### src/rtl/button_conditioner_pkg.sv
// Shared constants and types for the push-button conditioning path.
// Timing defaults assume the 100 MHz core clock.
package button_conditioner_pkg;

  localparam int CLK_HZ              = 100_000_000;
  localparam int DEF_DEBOUNCE_CYCLES = 1_000_000;   // 10 ms
  localparam int DEF_HOLD_CYCLES     = 50_000_000;  // 0.5 s
  localparam int DEF_REPEAT_CYCLES   = 10_000_000;  // 100 ms

  typedef enum logic [2:0] {
    ST_IDLE         = 3'd0,
    ST_PRESS_WAIT   = 3'd1,
    ST_PRESSED      = 3'd2,
    ST_HOLD         = 3'd3,
    ST_RELEASE_WAIT = 3'd4
  } state_e;

  // One spare bit above the largest terminal count keeps the counter from ever wrapping.
  function automatic int cnt_width(input int a, input int b, input int c);
    int m;
    m = a;
    if (b > m) m = b;
    if (c > m) m = c;
    return $clog2(m) + 1;
  endfunction

endpackage

### src/rtl/button_conditioner_sync_2ff.sv
// Generic two-stage synchronizer for asynchronous level inputs.
// Both stages clear to 0 on synchronous reset.
module sync_2ff #(
  parameter int W = 1
) (
  input  logic         clk,
  input  logic         rst,
  input  logic [W-1:0] d_i,
  output logic [W-1:0] q_o
);

  logic [W-1:0] s1_q;
  logic [W-1:0] s2_q;

  always_ff @(posedge clk) begin
    if (rst) begin
      s1_q <= '0;
      s2_q <= '0;
    end else begin
      s1_q <= d_i;
      s2_q <= s1_q;
    end
  end

  assign q_o = s2_q;

endmodule

### src/rtl/button_conditioner.sv
// Roll-button conditioner: synchronizer, debounce FSM, press/release pulses,
// long-press hold flag and auto-repeat, all outputs registered.
module button_conditioner
  import button_conditioner_pkg::*;
#(
  parameter int DEBOUNCE_CYCLES = DEF_DEBOUNCE_CYCLES,
  parameter int HOLD_CYCLES     = DEF_HOLD_CYCLES,
  parameter int REPEAT_CYCLES   = DEF_REPEAT_CYCLES
) (
  input  logic   clk,
  input  logic   rst,
  input  logic   btn_raw,
  output logic   btn_level,
  output logic   press_pulse,
  output logic   release_pulse,
  output logic   hold,
  output logic   repeat_pulse,
  output state_e dbg_state
);

  localparam int CNT_W = cnt_width(DEBOUNCE_CYCLES, HOLD_CYCLES, REPEAT_CYCLES);
  localparam logic [CNT_W-1:0] CNT_ONE  = CNT_W'(1);
  localparam logic [CNT_W-1:0] DB_END   = CNT_W'(DEBOUNCE_CYCLES - 1);
  localparam logic [CNT_W-1:0] HOLD_END = CNT_W'(HOLD_CYCLES - 1);
  localparam logic [CNT_W-1:0] REP_END  = CNT_W'(REPEAT_CYCLES - 1);

  if (DEBOUNCE_CYCLES < 2 || HOLD_CYCLES < 2 || REPEAT_CYCLES < 2 ||
      DEBOUNCE_CYCLES >= HOLD_CYCLES) begin : g_bad_params
    $error("button_conditioner: timing parameters out of range");
  end

  logic             btn_sync;
  state_e           state_q;
  logic [CNT_W-1:0] cnt_q;
  logic             level_q;
  logic             press_q;
  logic             release_q;
  logic             hold_q;
  logic             repeat_q;

  sync_2ff #(.W(1)) u_sync (
    .clk (clk),
    .rst (rst),
    .d_i (btn_raw),
    .q_o (btn_sync)
  );

  // A low sample in PRESSED/HOLD always wins over the hold/repeat terminal count,
  // so repeat_pulse is only ever seen while still in HOLD.
  always_ff @(posedge clk) begin
    if (rst) begin
      state_q   <= ST_IDLE;
      cnt_q     <= '0;
      level_q   <= 1'b0;
      press_q   <= 1'b0;
      release_q <= 1'b0;
      hold_q    <= 1'b0;
      repeat_q  <= 1'b0;
    end else begin
      press_q   <= 1'b0;
      release_q <= 1'b0;
      repeat_q  <= 1'b0;
      unique case (state_q)
        ST_IDLE: begin
          if (btn_sync) begin
            state_q <= ST_PRESS_WAIT;
            cnt_q   <= CNT_ONE;
          end
        end
        ST_PRESS_WAIT: begin
          if (!btn_sync) begin
            state_q <= ST_IDLE;
            cnt_q   <= '0;
          end else if (cnt_q == DB_END) begin
            state_q <= ST_PRESSED;
            press_q <= 1'b1;
            level_q <= 1'b1;
            cnt_q   <= '0;
          end else begin
            cnt_q <= cnt_q + CNT_ONE;
          end
        end
        ST_PRESSED: begin
          if (!btn_sync) begin
            state_q <= ST_RELEASE_WAIT;
            cnt_q   <= CNT_ONE;
          end else if (cnt_q == HOLD_END) begin
            state_q <= ST_HOLD;
            hold_q  <= 1'b1;
            cnt_q   <= '0;
          end else begin
            cnt_q <= cnt_q + CNT_ONE;
          end
        end
        ST_HOLD: begin
          if (!btn_sync) begin
            state_q <= ST_RELEASE_WAIT;
            cnt_q   <= CNT_ONE;
          end else if (cnt_q == REP_END) begin
            repeat_q <= 1'b1;
            cnt_q    <= '0;
          end else begin
            cnt_q <= cnt_q + CNT_ONE;
          end
        end
        ST_RELEASE_WAIT: begin
          // hold_q remembers whether the dip started from HOLD or PRESSED.
          if (btn_sync) begin
            state_q <= hold_q ? ST_HOLD : ST_PRESSED;
            cnt_q   <= '0;
          end else if (cnt_q == DB_END) begin
            state_q   <= ST_IDLE;
            release_q <= 1'b1;
            level_q   <= 1'b0;
            hold_q    <= 1'b0;
            cnt_q     <= '0;
          end else begin
            cnt_q <= cnt_q + CNT_ONE;
          end
        end
        default: begin
          state_q <= ST_IDLE;
          cnt_q   <= '0;
        end
      endcase
    end
  end

  assign btn_level     = level_q;
  assign press_pulse   = press_q;
  assign release_pulse = release_q;
  assign hold          = hold_q;
  assign repeat_pulse  = repeat_q;
  assign dbg_state     = state_q;

endmodule
### config.mk
export PLATFORM = sky130hd
export DESIGN_NAME = button_conditioner
export DESIGN_NICKNAME = d
export VERILOG_FILES = /design/src/rtl/button_conditioner_pkg.sv /design/src/rtl/button_conditioner_sync_2ff.sv /design/src/rtl/button_conditioner.sv
export SDC_FILE = /design/constraint.sdc
export NUM_CORES = 1
export LEC_CHECK = 0
export BUFFER_PORTS_ARGS = -buffer_cell sky130_fd_sc_hd__buf_2
export CORE_MARGIN = 5
export CORE_UTILIZATION = 35
export DETAILED_ROUTE_END_ITERATION = 8
export PLACE_DENSITY_LB_ADDON = 0.25
export SKIP_LAST_GASP = 1
export SLEW_MARGIN = 5
export SYNTH_ARGS = -nofsm -noshare
export SYNTH_HDL_FRONTEND = slang
export SYNTH_HIERARCHICAL = 1
export SYNTH_SLANG_ARGS = --single-unit
### constraint.sdc
create_clock -name clk -period 3.45 [get_ports clk]
set_clock_uncertainty 0.15 [all_clocks]
set_input_delay 0.69 -clock clk [delete_from_list [all_inputs] [get_ports clk]]
set_output_delay 0.69 -clock clk [all_outputs]
set_load 0.005 [all_outputs]
==> metrics.md <==
| Metric | Value |
|---|---|
| P_sw | 192.2 µW |
| Worst EP required | 3.45 ns |
| Vias in the first global route | 2116 |
| Status | finished, final reports clean |
| DRT Pass-1 Iters | 4 |
| Crit Path Max Fanout | 18 |
| Period Utilization, post-route | 0.8334 |
| Post-synth net total | 309 |
| Die Ht | 92.37 µm |
| CTS buffer count | 5 |
| Sw Share | 0.2364 |
| Slew margin rel. | 0.4826 |
| Final Power | 813.0 µW |
| Detail Route Antenna Nets | 0 |
| Multi-input logic area | 0.001496 mm² |
| Leakage Power | 0.7567 nW |
| Sequential fraction of the synthesis area | 0.3119 |
| Clock Sinks | 37 |
| TritonCTS clock tree | built |
| Post-layout util | 0.3798 |
| Crit. End Element | register |
| Max Slew Vio Count | 0 |
| Vias per std cell | 5.964 |
| Sequential Power Share | 0.532 |
| Ant diodes | 0 |
| GRT overflow | 0 |
| Final Hold Viols | 0 |
| P_int | 620.8 µW |
| Max_cap viols | 0 |
| Layout Cells excl Fill | 385 |
| Placed Instances | 377 |
| First-pass GRT wire length | 10810 µm |
| Hold Slack | 0.2939 ns |
| Worst vdd ir | 0.0002059 V |
| Worst-case clock buffer depth | 2 |
| RSZ-0062 raised after global routing | false |
| Hold buffer count at CTS | 0 |
| Seq. cell area | 740.7 µm² |
| Post-synth top area share | 0.3119 |
| Post-CTS Setup Inserts | 0 |
| Synth cell types | 59 |
| Clock power frac | 0.423 |
| #FFs+latches synth | 37 |
| # IOs | 11 |
| Row cnt | 30 |
| Post-DP HPWL | 4520 µm |
| Die ar. | 0.008532 mm² |
| CTS Root Cell | clkbuf_8 |
| Clk_lat worst skew | 0.29 ns |
| Worst-Margin Slew | 0.7762 ns |
| Critical path arrival | 2.88 ns |
| First-iteration detailed-routing DRC count | 151 |
| Most area-hungry cell type in the Yosys netlist | dfxtp_1 |
| Syn Inst Count | 305 |
| Vias | 2296 |
| Setup CP Type | register to register |
| CTS H-Tree Depth | 2 |
| Largest net degree at the start of global routing | 30 |
| Comb power frac | 0.045 |
| Cell Area, Synth | 0.002375 mm² |
| Worst Hold Class | register to register |
| I/O Buffers | 10 |
| Clock-pin slew on the worst setup and hold paths | 0.08 ns |
| Gr usage total | 0.1576 |
| Post-cts resize count | 0 |
| Most used flip-flop cell after synthesis | dfxtp_1 |
| Most frequent cells in the layout | nand2_1, dfxtp_1, nor3_1, nor2_1, nor4_1 |
| Final setup vio count | 0 |
| Die width | 92.37 µm |
| Initial antenna violation count | 0 |
| Most common cell after layout, fill and taps aside | nand2_1 |
| Avg WL per Cell | 16.41 µm |
| Routed wl met3 | 278 µm |
| Initial Util | 0.3554 |
| Synth area leaders | dfxtp_1, nand2_1, nor3_1 |
| Avg Inst Size Synth | 7.786 µm² |
| Nets | 308 |
| Uppermost layer routed | met4 |
| Post-synth ARST share | 0 |
| Area grow syn2layout | 6.849% |
| Core ar. | 0.006681 mm² |
| EDFF count, synth | 0 |
| Startpoint types | register |
| M1 WL | 3064 µm |
| Max Clk Rate | 347.8 MHz |
| DR DRC count | 0 |
| Fin Setup TNS | 0 ns |
| Layout cells sized above 1 | 0.1115 |
| Synth warnings | 6 |
| Pwr/cell area | 320.4 mW/mm² |
| Tmin final | 2.875 ns |
| Final wirelength | 6317 µm |
| Met2 WL | 2876 µm |
| Number of fill cells | 711 |
| Placer Congestion | 0.8537 |
[cells by family (layout without fill, tap and decap cells)]
group                      Yosys count  count (layout)  synth area share
adders and majority gates            1               1          0.005268
buffers and inverters               28              28           0.05796
xor gates and xnor gates             1               1          0.003689
DFF                                 37              37            0.3119
and+or+nand+nor                    177             177            0.4189
muxes                               10              10           0.04215
AOI/OAI and AO/OA                   51              51            0.1602
[sequential cells by signal, summed over array words and instances (netlist names)]
register,count
btn_level,1
dbg_state,3
u_sync/q_o,1
release_pulse,1
repeat_pulse,1
cnt_q,27
hold,1
u_sync/s1_q,1
press_pulse,1
[synth_stat cells, drive strengths merged (2+ instances only)]
cell	count
a21oi	12
and2	3
and3	4
and4	2
buf	11
clkbuf	10
dfxtp	37
inv	7
mux2i	10
nand2	40
nand2b	4
nand3	15
nand3b	5
nand4	8
nand4b	2
nor2	23
nor2b	5
nor3	29
nor3b	2
nor4	18
o211ai	2
o21a	2
o21ai	14
o311ai	2
o31ai	2
o41ai	3
or2	3
or3	3
or4	4
or4b	2
[critical path: stages, from the launching register on]
cell and delay [ns]:
dfxtp_1 0.42, ha_1 0.26, nand4_1 0.15, or4b_1 0.59, o21a_1 0.48, nor3_4 0.56
nor4_1 0.12
[area by class of cell]
type                            instances  area share
Tap cell                               80     0.03945
Clock buffer                            7     0.03797
Timing Repair Buffer                   13     0.02860
Multi-Input combinational cell        240      0.5897
Clock inverter                          1    0.001972
Inverter                                7     0.01036
Sequential cell                        37      0.2919
[final timing paths]
path	cells after the start	to	slack (ns)	startpoint
setup reg to reg	6	cnt_q[17]$_SDFFE_PP0N_	0.57	cnt_q[0]$_SDFFE_PP0N_
hold reg to reg	1	u_sync/q_o$_SDFF_PP0_	0.29	u_sync/s1_q$_SDFF_PP0_
hold / removal	1	u_sync/q_o$_SDFF_PP0_	0.29	u_sync/s1_q$_SDFF_PP0_
setup / recovery	6	cnt_q[17]$_SDFFE_PP0N_	0.57	cnt_q[0]$_SDFFE_PP0N_
[stage by stage]
step / setup slack, ns / area, µm²
CTS: 0.5860 / 2537
finish: 0.5748 / 2537
global route: 0.3897 / 2537
floorplan: 1.131 / 2375
detailed placement: 0.6060 / 2436
global placement: 0.6603 / 2436
[power by group through the flow]
stage / Combinational (mW) / Clock, mW / Sequential, mW
after floorplan: 0.0282 / 0 / 0.440
after global placement: 0.0369 / 0 / 0.442
after detailed placement: 0.0365 / 0 / 0.442
after CTS: 0.0368 / 0.355 / 0.432
after global routing: 0.0408 / 0.376 / 0.433
final: 0.0366 / 0.344 / 0.432
[layer usage]
metal  track usage  up-vias
met4       0.05446        0
met2        0.2477       52
met5             0        -
li1              -     1144
met1        0.2147     1090
met3       0.03087       10
Note: power is estimated with default switching activity, not from simulation.
